**config.mk**
```make
export PLATFORM = sky130hd
export DESIGN_NAME = vga_pixel_aligner
export DESIGN_NICKNAME = d
export VERILOG_FILES = /design/src/rtl/vga_pkg.sv /design/src/rtl/vga_pixel_aligner.sv
export SDC_FILE = /design/constraint.sdc
export NUM_CORES = 1
export LEC_CHECK = 0
export BUFFER_PORTS_ARGS = -buffer_cell sky130_fd_sc_hd__buf_2
export CAP_MARGIN = 20
export CORE_UTILIZATION = 48
export CTS_BUF_LIST = sky130_fd_sc_hd__clkbuf_8
export CTS_CLUSTER_SIZE = 20
export DETAILED_ROUTE_END_ITERATION = 12
export GPL_TIMING_DRIVEN = 0
export PLACE_DENSITY = 0.87
export RECOVER_POWER = 50
export SYNTH_ARGS = -nofsm -noshare
export SYNTH_HDL_FRONTEND = slang
export SYNTH_SLANG_ARGS = --single-unit
export TNS_END_PERCENT = 50
```
**constraint.sdc**
```tcl
create_clock -name pixel_clk -period 2.3 [get_ports pixel_clk]
set_input_delay 0.345 -clock pixel_clk [delete_from_list [all_inputs] [get_ports pixel_clk]]
set_output_delay 0.345 -clock pixel_clk [all_outputs]
set_load 0.01 [all_outputs]
```
**src/rtl/vga_pkg.sv**
```systemverilog
// rtl/vga_pkg.sv - shared VGA types and timing constants
package vga_pkg;

  typedef logic [23:0] rgb_t;

  typedef enum logic [1:0] {
    SEEK,
    ARMED,
    STREAM
  } align_state_t;

  // 800x480 panel timing used by the timing generator
  localparam int HFP    = 40;
  localparam int HPULSE = 48;
  localparam int HBP    = 88;
  localparam int VFP    = 13;
  localparam int VPULSE = 3;
  localparam int VBP    = 32;

endpackage

```
**src/rtl/vga_pixel_aligner.sv**
```systemverilog
// rtl/vga_pixel_aligner.sv - aligns the framebuffer pixel stream to VGA timing
// and drives the registered output pins.
module vga_pixel_aligner
  import vga_pkg::*;
#(
  parameter int   HDISP         = 800,
  parameter int   VDISP         = 480,
  parameter rgb_t UNDERFLOW_RGB = 24'hFF0000
) (
  input  logic        pixel_clk,
  input  logic        pixel_rst,
  input  logic        tim_hs,
  input  logic        tim_vs,
  input  logic        tim_blank,
  input  logic        s_valid,
  input  logic        s_sof,
  input  logic [23:0] s_rgb,
  output logic        s_ready,
  input  logic        err_clr,
  output logic        out_hs,
  output logic        out_vs,
  output logic        out_blank,
  output logic [23:0] out_rgb,
  output logic        locked,
  output logic        err_uflow,
  output logic        err_align
);

  localparam int XW = $clog2(HDISP);
  localparam int YW = $clog2(VDISP);
  localparam logic [XW-1:0] X_LAST = XW'(HDISP - 1);
  localparam logic [YW-1:0] Y_LAST = YW'(VDISP - 1);

  align_state_t   state_q, state_d;
  logic           frame_pend_q, frame_pend_d;
  logic [XW-1:0]  x_q, x_d;
  logic [YW-1:0]  y_q, y_d;
  logic           out_hs_q, out_hs_d;
  logic           out_vs_q, out_vs_d;
  logic           out_blank_q, out_blank_d;
  rgb_t           out_rgb_q, out_rgb_d;
  logic           err_uflow_q, err_uflow_d;
  logic           err_align_q, err_align_d;

  logic           vs_fall;
  logic           first_px;
  logic           uflow_set;
  logic           align_set;
  logic [XW-1:0]  cur_x;
  logic [YW-1:0]  cur_y;

  // out_vs_q doubles as the previous tim_vs sample for edge detection
  assign vs_fall  = out_vs_q & ~tim_vs;
  assign first_px = tim_blank & (frame_pend_q | vs_fall);

  always_comb begin
    s_ready = 1'b0;
    unique case (state_q)
      SEEK:    s_ready = s_valid & ~s_sof;
      ARMED:   s_ready = first_px & s_valid;
      STREAM:  s_ready = tim_blank & s_valid & (s_sof == first_px);
      default: s_ready = 1'b0;
    endcase
  end

  always_comb begin
    state_d      = state_q;
    frame_pend_d = (frame_pend_q | vs_fall) & ~first_px;
    x_d          = x_q;
    y_d          = y_q;
    cur_x        = first_px ? '0 : x_q;
    cur_y        = first_px ? '0 : y_q;
    uflow_set    = 1'b0;
    align_set    = 1'b0;

    if (tim_blank) begin
      if (cur_x == X_LAST) begin
        x_d = '0;
        y_d = (cur_y == Y_LAST) ? '0 : cur_y + YW'(1);
      end else begin
        x_d = cur_x + XW'(1);
        y_d = cur_y;
      end
    end

    unique case (state_q)
      SEEK: begin
        if (s_valid & s_sof) state_d = ARMED;
      end
      ARMED: begin
        if (first_px) begin
          if (s_valid) begin
            state_d = STREAM;
          end else begin
            uflow_set = 1'b1;
            state_d   = SEEK;
          end
        end
      end
      STREAM: begin
        if (tim_blank) begin
          if (!s_valid) begin
            uflow_set = 1'b1;
            state_d   = SEEK;
          end else if (s_sof != first_px) begin
            // A mismatched SOF is kept so it can start the next frame
            align_set = 1'b1;
            state_d   = s_sof ? ARMED : SEEK;
          end
        end
      end
      default: state_d = SEEK;
    endcase

    out_hs_d    = tim_hs;
    out_vs_d    = tim_vs;
    out_blank_d = tim_blank;
    // Beats dropped while seeking are never displayed
    if (!tim_blank)
      out_rgb_d = '0;
    else if (s_ready && state_q != SEEK)
      out_rgb_d = s_rgb;
    else
      out_rgb_d = UNDERFLOW_RGB;

    err_uflow_d = uflow_set | (err_uflow_q & ~err_clr);
    err_align_d = align_set | (err_align_q & ~err_clr);
  end

  always_ff @(posedge pixel_clk or posedge pixel_rst) begin
    if (pixel_rst) begin
      state_q      <= SEEK;
      frame_pend_q <= 1'b0;
      x_q          <= '0;
      y_q          <= '0;
      out_hs_q     <= 1'b1;
      out_vs_q     <= 1'b1;
      out_blank_q  <= 1'b0;
      out_rgb_q    <= '0;
      err_uflow_q  <= 1'b0;
      err_align_q  <= 1'b0;
    end else begin
      state_q      <= state_d;
      frame_pend_q <= frame_pend_d;
      x_q          <= x_d;
      y_q          <= y_d;
      out_hs_q     <= out_hs_d;
      out_vs_q     <= out_vs_d;
      out_blank_q  <= out_blank_d;
      out_rgb_q    <= out_rgb_d;
      err_uflow_q  <= err_uflow_d;
      err_align_q  <= err_align_d;
    end
  end

  assign out_hs    = out_hs_q;
  assign out_vs    = out_vs_q;
  assign out_blank = out_blank_q;
  assign out_rgb   = out_rgb_q;
  assign locked    = (state_q == STREAM);
  assign err_uflow = err_uflow_q;
  assign err_align = err_align_q;

endmodule
```
# Yosys cells after proc, flatten, opt, wreduce, memory -nomap -nowiden
# Cells that the tools add are included.
[word_totals]
latch_bits = 0
mem_bits_ro = 0
reg_bits = 32
memories = 0
mem_bits_rw = 0
inputBits = 32
[classes]
n_bitwise = 17
shifts = 0
eq_ne = 8
n_mux = 19
reduce_logical = 4
order_cmp = 0
n_div = 0
mul = 0
n_addsub = 0
[ops]
columns = ["op", "count"]
rows = [
  ["$mux W24", 2],
  ["$mux W2", 6],
  ["$and A1 B1 Y1", 10],
  ["$mux W1", 8],
  ["$ne A2 B2 Y1 const B", 3],
  ["$pmux W2 S3", 1],
  ["$not A1 Y1", 4],
  ["$reduce_and A4 Y1", 1],
  ["$ne A3 B2 Y1 const B", 1],
  ["$or A1 B1 Y1", 3],
  ["$pmux W1 S3", 1],
  ["$eq A2 B1 Y1 const B", 1],
  ["$eq A2 B2 Y1 const B", 1],
  ["$logic_not A2 Y1", 1],
  ["$pmux W1 S2", 1],
  ["$reduce_bool A2 Y1", 1],
  ["$eq A1 B1 Y1", 1],
  ["$logic_and A1 B1 Y1", 1],
  ["$ne A1 B1 Y1", 1],
]

# Longest topological paths before layout
# Gate-level depths: netlist (run 1).
[logic_depth]
depth_word = 10
ltp_mapped = 7
ltp_nobuf = 6

# Worst setup path before layout (run 1)
# OpenSTA, ideal clock, no wires.
[synth_path]
path_kind = "flip-flop to output port"
start = "register state_q[0]"
end = "output s_ready"
t_arrival_ns = 1.676
stages_incl_launch_ff = 7
path_buffers = 0
required_ns = 1.955
path_slack_ns = 0.279
cell_sequence = "dfrtp_1 inv_1 ha_1 nand2_1 or4_4 a21boi_0 o21ba_2"
[synth_between]
elab_chain_len = 2
[synth_lines]
columns = ["item", "line_no", "source"]
rows = [
  ["start: declaration", "vga_pixel_aligner.sv:34", "align_state_t state_q, state_d;"],
  ["start signal: assignment", "vga_pixel_aligner.sv:143", "state_q <= state_d;"],
  ["$eq A2 B2 Y1", "-", ""],
  ["via locked", "vga_pixel_aligner.sv:24", "output logic locked,"],
  ["$pmux W1 S3", "vga_pixel_aligner.sv:58", "unique case (state_q)"],
  ["end: declaration", "vga_pixel_aligner.sv:18", "output logic s_ready,"],
]
# The timed path passes the listed nets, and every way through them passes these cells.

# Worst setup path in the final report (run 1)
[layout_path]
start = "register state_q[0]"
end = "output s_ready"
[layout_between]
elab_chain_len = 2
[layout_lines]
columns = ["item", "line_no"]
rows = [
  ["$eq A2 B2 Y1 (tied with other cells)", "vga_pixel_aligner.sv:58"],
  ["$pmux W1 S3 *", "vga_pixel_aligner.sv:58"],
]
# Every way passes the cells marked *; elsewhere a longest branch is shown, timed or not.

==> results.md, run 1 <==
- Crit-path cells: inv_2 -> ha_4 -> nand2_2 -> or4_4 -> a21boi_2 -> o21ba_2 -> buf_2
- Post-synthesis sequential area ratio: 58.9%
- Vias in the first global route: about 1,200
- Post-synth EDFFs: 0
- Final min period: around 2.2 ns
- Port Buf Inserts: slightly above 60
- CTS Buffer Depth: 2
- Fmax: between 400 and 500 MHz
- Wire length per cell: 13.2 um
- Initial antenna violation count: 0
- Synth warnings: 0
- Max_cap viols: 0
- Vias: 1,154
- Main flop type after synthesis: dfrtp_1
- Crit path max-delay cell type: or4_4
- Yosys cell types: 32
- Final Cycle Share: 97.5%
- Max Slew Vio Count: 0
- CP Capture Type: output pin
- CTS H-tree depth: 2
- Layer with the highest usage: met2
- Utilization after layout: between 70% and 80%
- Min setup slack post-route: between 0.05 and 0.06 ns
- Starting density of the core: between 50% and 60%
- Placed inst area: 0.00174 mm2
- Crit Path Class: register to output pin
- GRT Total Usage: between 20 and 25%
- Root Buffer: clkbuf_8
- CTS tree: yes
- Leading post-synthesis cells by instance count: dfrtp_1 (30), and2_1 (17), nand2_1 (12), nand3_1 (10), nor2_1 (6)
- N_diodes: 0
- GRT Residual Overflow: 0
- Synth top area share: about 55%
- DR DRC count: 0
- PD cells: between 900 and 1000 mW/mm2
- Post-synth top area cell: dfrtp_1
- Die height: about 55 um
- Area growth syn-to-layout: 37.1%
- Mapped Cells: 120
- Most common cell in the netlist: dfrtp_1
- Max VDD drop: between 700 and 800 uV
- Setup Skew: between 0.009 and 0.01 ns
- Synth Register Bits: 32
- Fin area: between 0.0015 and 0.002 mm2
- DRT Pass-1 Iters: 4
- Final WL: a little under 3 mm
- Hold crit path type: input port to asynchronous set/reset pin
- Status: complete, no violations
- DRT iter0 DRCs: between 40 and 50
- Unrepaired setup endpoints after global routing: false
- Routability cong.: ~0.9
- Synthesized cell area: between 0.001 and 0.0015 mm2
- Fraction of final layout cells sized beyond drive strength 1: between 40% and 50%
- Num rows: 18
- Ports: 63
- Final setup violation count: 0
- Avg Cell Area, Syn: about 11 um2
- Leak: approximately 0.00094 uW
- Drt via density: between 5 and 6
- Asr flop ratio synth: 100%
- Final Hold Fails: 0
- Syn nets: 156
- Setup TNS: 0 ns
- Worst Path Max Fanout: 7
- CP Launch Type: register
- Die area: just over 0.003 mm2
- Largest net degree at the start of global routing: 21
- CTS Buf Count: 5
- Die span in x: 55.3 um
- Worst skew pair latency: roughly 0.28 ns
- Global routing met1 resource utilization: between 20% and 30%
- Clock Pin Slew Worst Setup and Hold Paths: approximately 0.07 ns
- Met3 GRT Util: 6.56%
- CP max stage delay: between 0.4 and 0.5 ns
- Data required, critical path: 1.96 ns
- CORE AREA: ~0.0026 mm2
- Hold Worst Slack: 0.0754 ns
- CTS Sinks: 32
- DP HPWL: 2.13 mm
- Dpl ws: 0.0369 ns
- Max_slew headroom: between 30% and 40%
- WP data arrival: between 1.5 and 2 ns
- Global Route met2 Usage: 35.6%
- Final-stage net count: 230
- Top cells by area, synth: dfrtp_1 (55%), and2_1 (7.8%), dfstp_2 (3.9%)
- Slew of the pin with the lowest slew margin: between 1 and 1.5 ns
- First-pass GRT wire length: 4.91 mm
- Antenna viol nets, final: 0
metal layers:
metal	vias to the layer above	part of all wire (%)	routed length [um]
met5	-	0	0
met4	0	0.27	8
met3	2	7.3	217
met2	59	52	1540
met1	540	41	1210
li1	553	-	-
power breakdown:
group          internal [uW]  switching, uW
combinational            237            268
sequential               630           31.3
clock                    320            205
total                   1190            504
per-stage QoR:
stage,cells,total power (uW)
final,225,1690
after global routing,225,1780
after CTS,224,1690
after detailed placement,213,1110
after global placement,212,1080
after floorplan,120,953
registers in the layout (all words and copies together), names as in the netlist:
name / cells
out_vs: 1
state_q: 2
out_hs: 1
out_blank: 1
err_uflow: 1
out_rgb: 24
frame_pend_q: 1
err_align: 1
worst paths after layout:
kind,slack (ns),endpoint,start,cells after the start
max,0.06,s_ready,state_q[0],7
min in group pixel_clk,0.16,out_hs,tim_hs,1
min,0.08,out_rgb[3],pixel_rst,2
max reg2reg,0.36,out_rgb[22],state_q[0],5
min reg2reg,0.54,err_uflow,err_uflow,2
max in group asynchronous,0.85,state_q[1],pixel_rst,3
worst max-delay path, delay by kind of cell, from the launching register on:
family | cells | cell delay (ns)
simple gates | 2 | 0.53
flops | 1 | 0.40
compound gates | 2 | 0.28
buf+inv | 2 | 0.22
fa+ha+maj | 1 | 0.18
cell type report:
class	count	area, um2
well taps	30	37.5
repair buffers	67	330
inverters	5	18.8
clock buffers	5	68.8
multi-input cells	79	537
plain buffers	4	30.0
clock inverters	3	42.5
fillers	180	721
flip-flops and latches	32	805
cells in the final DEF (no fill, tap or decap), types with 2 or more instances in the layout:
cell type,Yosys,final
clkbuf_1,2,14
nand3_1,10,10
dfstp_2,2,2
o21ba_2,2,2
nor2_1,6,6
o21ai_0,5,5
buf_4,0,4
nand2_1,12,11
inv_1,5,4
and2_1,17,17
ha_1,4,3
clkbuf_8,0,5
buf_6,2,2
nor2b_1,2,2
and3_1,2,2
dfrtp_1,30,29
buf_2,0,51
what timing repair did:
| item | in CTS | in global routing |
|---|---|---|
| gates resized for setup | 6 | 2 |
| buffers inserted | 3 | 1 |
| pin swaps | 0 | 1 |
| endpoints found under the setup margin | 1 | 1 |
| hold buffers | 0 | 0 |
logic make-up (layout without fill, tap and decap cells):
| family | after synthesis | count (layout) | share of synthesized area [%] |
|---|---|---|---|
| buffers and inverters | 9 | 84 | 3.58 |
| adders and majority gates | 4 | 4 | 3.67 |
| muxes | 1 | 1 | 0.826 |
| DFF | 32 | 32 | 58.9 |
| AOI/OAI and AO/OA | 20 | 20 | 11.9 |
| and+or+nand+nor | 54 | 54 | 21.1 |
Note: power is estimated with default switching activity, not from simulation.
==> run 2: changes to the inputs <==
--- a/config.mk
+++ b/config.mk
@@ -13,7 +13,7 @@
 export DETAILED_ROUTE_END_ITERATION = 12
 export GPL_TIMING_DRIVEN = 0
 export PLACE_DENSITY = 0.87
-export RECOVER_POWER = 50
+export RECOVER_POWER = 100
 export SYNTH_ARGS = -nofsm -noshare
 export SYNTH_HDL_FRONTEND = slang
 export SYNTH_SLANG_ARGS = --single-unit
==> results.md, run 2 (synthesis results as in run 1) <==
- GRT Total Usage: 20.3%
- Most frequent cells in the layout: buf_2 (34), clkbuf_1 (32), dfrtp_1 (29)
- Max reg flops: 24
- Final WL: between 3 and 4 mm
- Fraction of final layout cells sized beyond drive strength 1: a little over 30%
- Final-stage net count: 230
- Data required, critical path: 1.96 ns
- CORE AREA: between 0.002 and 0.003 mm2
- Starting density of the core: between 50% and 60%
- Setup TNS: 0 ns
- CP max stage delay: ~0.45 ns
- Final Cycle Share: 97.4%
- Worst Path Max Fanout: 7
- Max_slew headroom: between 30% and 40%
- Drt via density: between 5 and 6
- Final setup violation count: 0
- Vias: around 1,200
- GRT Residual Overflow: 0
- Max VDD drop: 727 uV
- WP data arrival: between 1.5 and 2 ns
- Crit path max-delay cell type: or4_1
- PD cells: approximately 920 mW/mm2
- CTS Sinks: 32
- Unrepaired setup endpoints after global routing: false
- CTS Buf Count: 5
- Initial antenna violation count: 0
- Fin area: about 0.0018 mm2
- Crit-path cells: inv_2 -> ha_4 -> nand2_2 -> or4_1 -> a21boi_2 -> o21ba_2 -> buf_2
- Die height: between 50 and 60 um
- Setup Skew: roughly 0.0095 ns
- Worst skew pair latency: 0.28 ns
- DR DRC count: 0
- Crit Path Class: register to output pin
- Clock Pin Slew Worst Setup and Hold Paths: around 0.07 ns
- Final min period: ~2.2 ns
- Status: complete, no violations
- Num rows: 18
- CP Launch Type: register
- CTS H-tree depth: 2
- Wire length per cell: about 14 um
- Leak: 0.000868 uW
- Largest net degree at the start of global routing: 21
- DP HPWL: approximately 2.1 mm
- Max_cap viols: 0
- DRT Pass-1 Iters: 4
- Routability cong.: 0.883
- Port Buf Inserts: 62
- First-pass GRT wire length: about 4.9 mm
- Vias in the first global route: around 1,200
- DRT iter0 DRCs: 35
- Fmax: about 450 MHz
- Commonest non-fill, non-tap cell in the layout: buf_2
- CTS tree: yes
- Root Buffer: clkbuf_8
- Die area: a little over 0.003 mm2
- Slew of the pin with the lowest slew margin: roughly 1 ns
- N_diodes: 0
- Antenna viol nets, final: 0
- CTS Buffer Depth: 2
- Max Slew Vio Count: 0
- Final Hold Fails: 0
- Die span in x: 55.3 um
- CP Capture Type: output pin
- Ports: between 60 and 70
- Area growth syn-to-layout: 33.9%
- Placed inst area: around 0.0017 mm2
- Hold crit path type: input port to asynchronous set/reset pin
==> run 2: changes by cell type in the layout (fill, tap and decap cells not counted), sizes merged <==
cell and change:
buf -20, clkbuf +20
==> run 2: worst paths after layout <==
check	startpoint	endpoint	slack [ns]	cells past startpoint
min in group pixel_clk	tim_hs	out_hs	0.16	1
hold reg to reg	err_uflow	err_uflow	0.54	2
setup reg to reg	state_q[0]	out_rgb[9]	0.14	7
hold / removal	pixel_rst	out_rgb[3]	0.07	2
max in group asynchronous	pixel_rst	state_q[1]	0.87	3
setup / recovery	state_q[0]	s_ready	0.06	7
==> run 2: what timing repair did <==
action / in CTS / in global routing
buffers inserted: 3 / 1
resized for setup: 6 / 2
hold buffers: 0 / 0
cloned: 0 / 0
pin swaps: 0 / 1
setup endpoints to repair: 1 / 1
==> run 2: metal layers <==
metal,track usage [%],wire length (um),vias up
li1,-,-,553
met1,23.0,1270,547
met2,35.6,1540,56
met3,6.56,221,3
met4,7.14,15,0
met5,0,0,-
==> run 2: cell type report <==
cell class	count	area, um2
fill	193	764
buffer	4	22.5
timing repair buffer	67	309
multi-input combinational	79	522
clock buffer	5	68.8
clock inverter	3	42.5
inverter	5	18.8
sequential	32	805
tap	30	37.5
==> run 2: worst max-delay path: cells and delay by family (launching register included) <==
kind	cells	cell delay (ns)
fa+ha+maj	1	0.18
simple gates	2	0.53
flops	1	0.40
compound gates	2	0.29
buf+inv	2	0.22
==> run 2: where the power goes <==
part / internal (uW) / switching (uW)
Clock: 320 / 205
Sequential: 631 / 32.3
Combinational: 221 / 264
Total: 1170 / 501
==> run 2: metrics by stage <==
step	instances	utilization (%)	setup WS, ns	hold WS [ns]	total power, uW
finish	225	70.5	0.0594	0.0732	1670
global route	225	70.5	0.0108	0.118	1760
floorplan	120	-	0.279	0.349	953
CTS	224	73.2	0.0185	0.135	1690
detailed placement	213	67.1	0.0369	0.440	1110
global placement	212	66.1	0.0892	0.453	1080
==> run 3: changes to the inputs <==
--- a/config.mk
+++ b/config.mk
@@ -12,7 +12,7 @@
 export CTS_CLUSTER_SIZE = 20
 export DETAILED_ROUTE_END_ITERATION = 12
 export GPL_TIMING_DRIVEN = 0
-export PLACE_DENSITY = 0.87
+export PLACE_DENSITY = 0.82
 export RECOVER_POWER = 100
 export SYNTH_ARGS = -nofsm -noshare
 export SYNTH_HDL_FRONTEND = slang
==> results.md, run 3 (synthesis results as in run 1) <==
- DRT iter0 DRCs: 34
- Largest net degree at the start of global routing: 18
- Hold Buf Count CTS: 0
- Max VDD drop: 762 uV
- Port Buf Inserts: 62
- WP data arrival: 1.95 ns
- Area growth syn-to-layout: 37.8%
- Die span in x: roughly 55 um
- Commonest non-fill, non-tap cell in the layout: clkbuf_1
- Crit Path Class: register to output pin
- Drt via density: 5.19
- Worst skew pair latency: roughly 0.28 ns
- Data required, critical path: between 1.5 and 2 ns
- Cell family with most CP delay: simple AND/OR/NAND/NOR gates
- Max_cap viols: 0
- DR DRC count: 0
- Initial antenna violation count: 0
- CTS tree: yes
- CP Capture Type: output pin
- Worst Path Max Fanout: 5
- Vias in the first global route: ~1,100
- Final Cycle Share: between 90% and 100%
- Leak: 0.000891 uW
- First-pass GRT wire length: between 4 and 5 mm
- DRT Pass-1 Iters: 4
- Final Hold Fails: 0
- CTS Sinks: 32
- Crit path max-delay cell type: or4_4
- Starting density of the core: roughly 53%
- DP HPWL: 2.03 mm
- Routability cong.: about 0.91
- Worst path buffer plus inverter count: 2
- CTS Buf Count: 5
- Hold crit path type: input port to asynchronous set/reset pin
- CP max stage delay: 0.51 ns
- Status: complete, no violations
- GRT Residual Overflow: 0
- Final-stage net count: 230
- Final WL: between 2 and 3 mm
- Final min period: 2.29 ns
- Hold Worst Slack: ~0.13 ns
- Clock Pin Slew Worst Setup and Hold Paths: about 0.070 ns
- Die height: approximately 55 um
- Vias: about 1,200
- Root Buffer: clkbuf_8
- Most frequent cells in the layout: clkbuf_1 (33), buf_2 (31), dfrtp_1 (30)
- Setup TNS: 0 ns
- Slew of the pin with the lowest slew margin: ~0.9 ns
- Fraction of final layout cells sized beyond drive strength 1: 30.8%
- Wire length per cell: around 13 um
- Fmax: ~440 MHz
- Max Slew Vio Count: 0
- Antenna viol nets, final: 0
- Die area: 0.00306 mm2
- CORE AREA: 0.00259 mm2
- Max reg flops: 24
- CTS Buffer Depth: 2
- N_diodes: 0
- GRT Total Usage: between 20% and 30%
- Unrepaired setup endpoints after global routing: true
- Num rows: 18
- Final setup violation count: 0
- CP Launch Type: register
- Max_slew headroom: around 40%
- Crit-path cells: inv_2 -> ha_4 -> nand2_4 -> or4_4 -> a21boi_2 -> o21ba_2 -> buf_6
- PD cells: 920 mW/mm2
- Ports: 63
- CTS H-tree depth: 2
- Setup Skew: approximately 0.0088 ns
-- run 3: path summary, 6_finish.rpt --
path / from / endpoint / slack [ns] / cells past startpoint
worst max-delay path: state_q[0] / s_ready / 0.008 / 7
worst min-delay path: pixel_rst / out_rgb[23] / 0.13 / 2
worst max register to register: state_q[0] / out_rgb[20] / 0.39 / 5
worst min register to register: err_align / err_align / 0.54 / 2
max in group asynchronous: pixel_rst / out_rgb[2] / 0.95 / 3
min in group pixel_clk: tim_vs / out_vs / 0.16 / 1
-- run 3: layer usage --
metal	wire (um)	vias up	global-route usage (%)	share of wire (%)
met5	0	-	0	0
met4	51	0	10.4	1.8
met3	214	8	7.73	7.4
met2	1380	52	31.8	47
met1	1270	549	24.6	43
li1	-	558	-	-
-- run 3: power by group --
group	leakage [uW]	switching [uW]	internal, uW	total, uW
sequential	0.000406	38.9	630	669
clock	0.0000645	195	382	577
combinational	0.000421	264	219	483
-- run 3: final cells by class --
type	count	area, um2
clock inverters	1	30.0
well taps	30	37.5
multi-input cells	79	551
flip-flops and latches	32	803
fillers	200	711
plain buffers	4	30.0
clock buffers	7	96.3
repair buffers	67	313
inverters	5	18.8
-- run 3: through the flow --
step / total power [uW] / utilization [%] / instance area (um2) / setup WS [ns] / cells
2_1_floorplan: 953 / - / 1360 / 0.279 / 120
3_3_place_gp: 1080 / 66.1 / 1710 / 0.111 / 212
3_5_place_dp: 1110 / 67.1 / 1740 / 0.0883 / 213
4_1_cts: 1720 / 73.2 / 1900 / 0.00370 / 223
5_1_grt: 1840 / 72.6 / 1880 / -0.0580 / 225
6_report: 1730 / 72.6 / 1880 / 0.00818 / 225
-- run 3: timing repair --
| item | in CTS | in global routing |
|---|---|---|
| setup buffers | 2 | 2 |
| pin swaps | 0 | 3 |
| setup endpoints to repair | 1 | 1 |
| gates resized for setup | 5 | 6 |
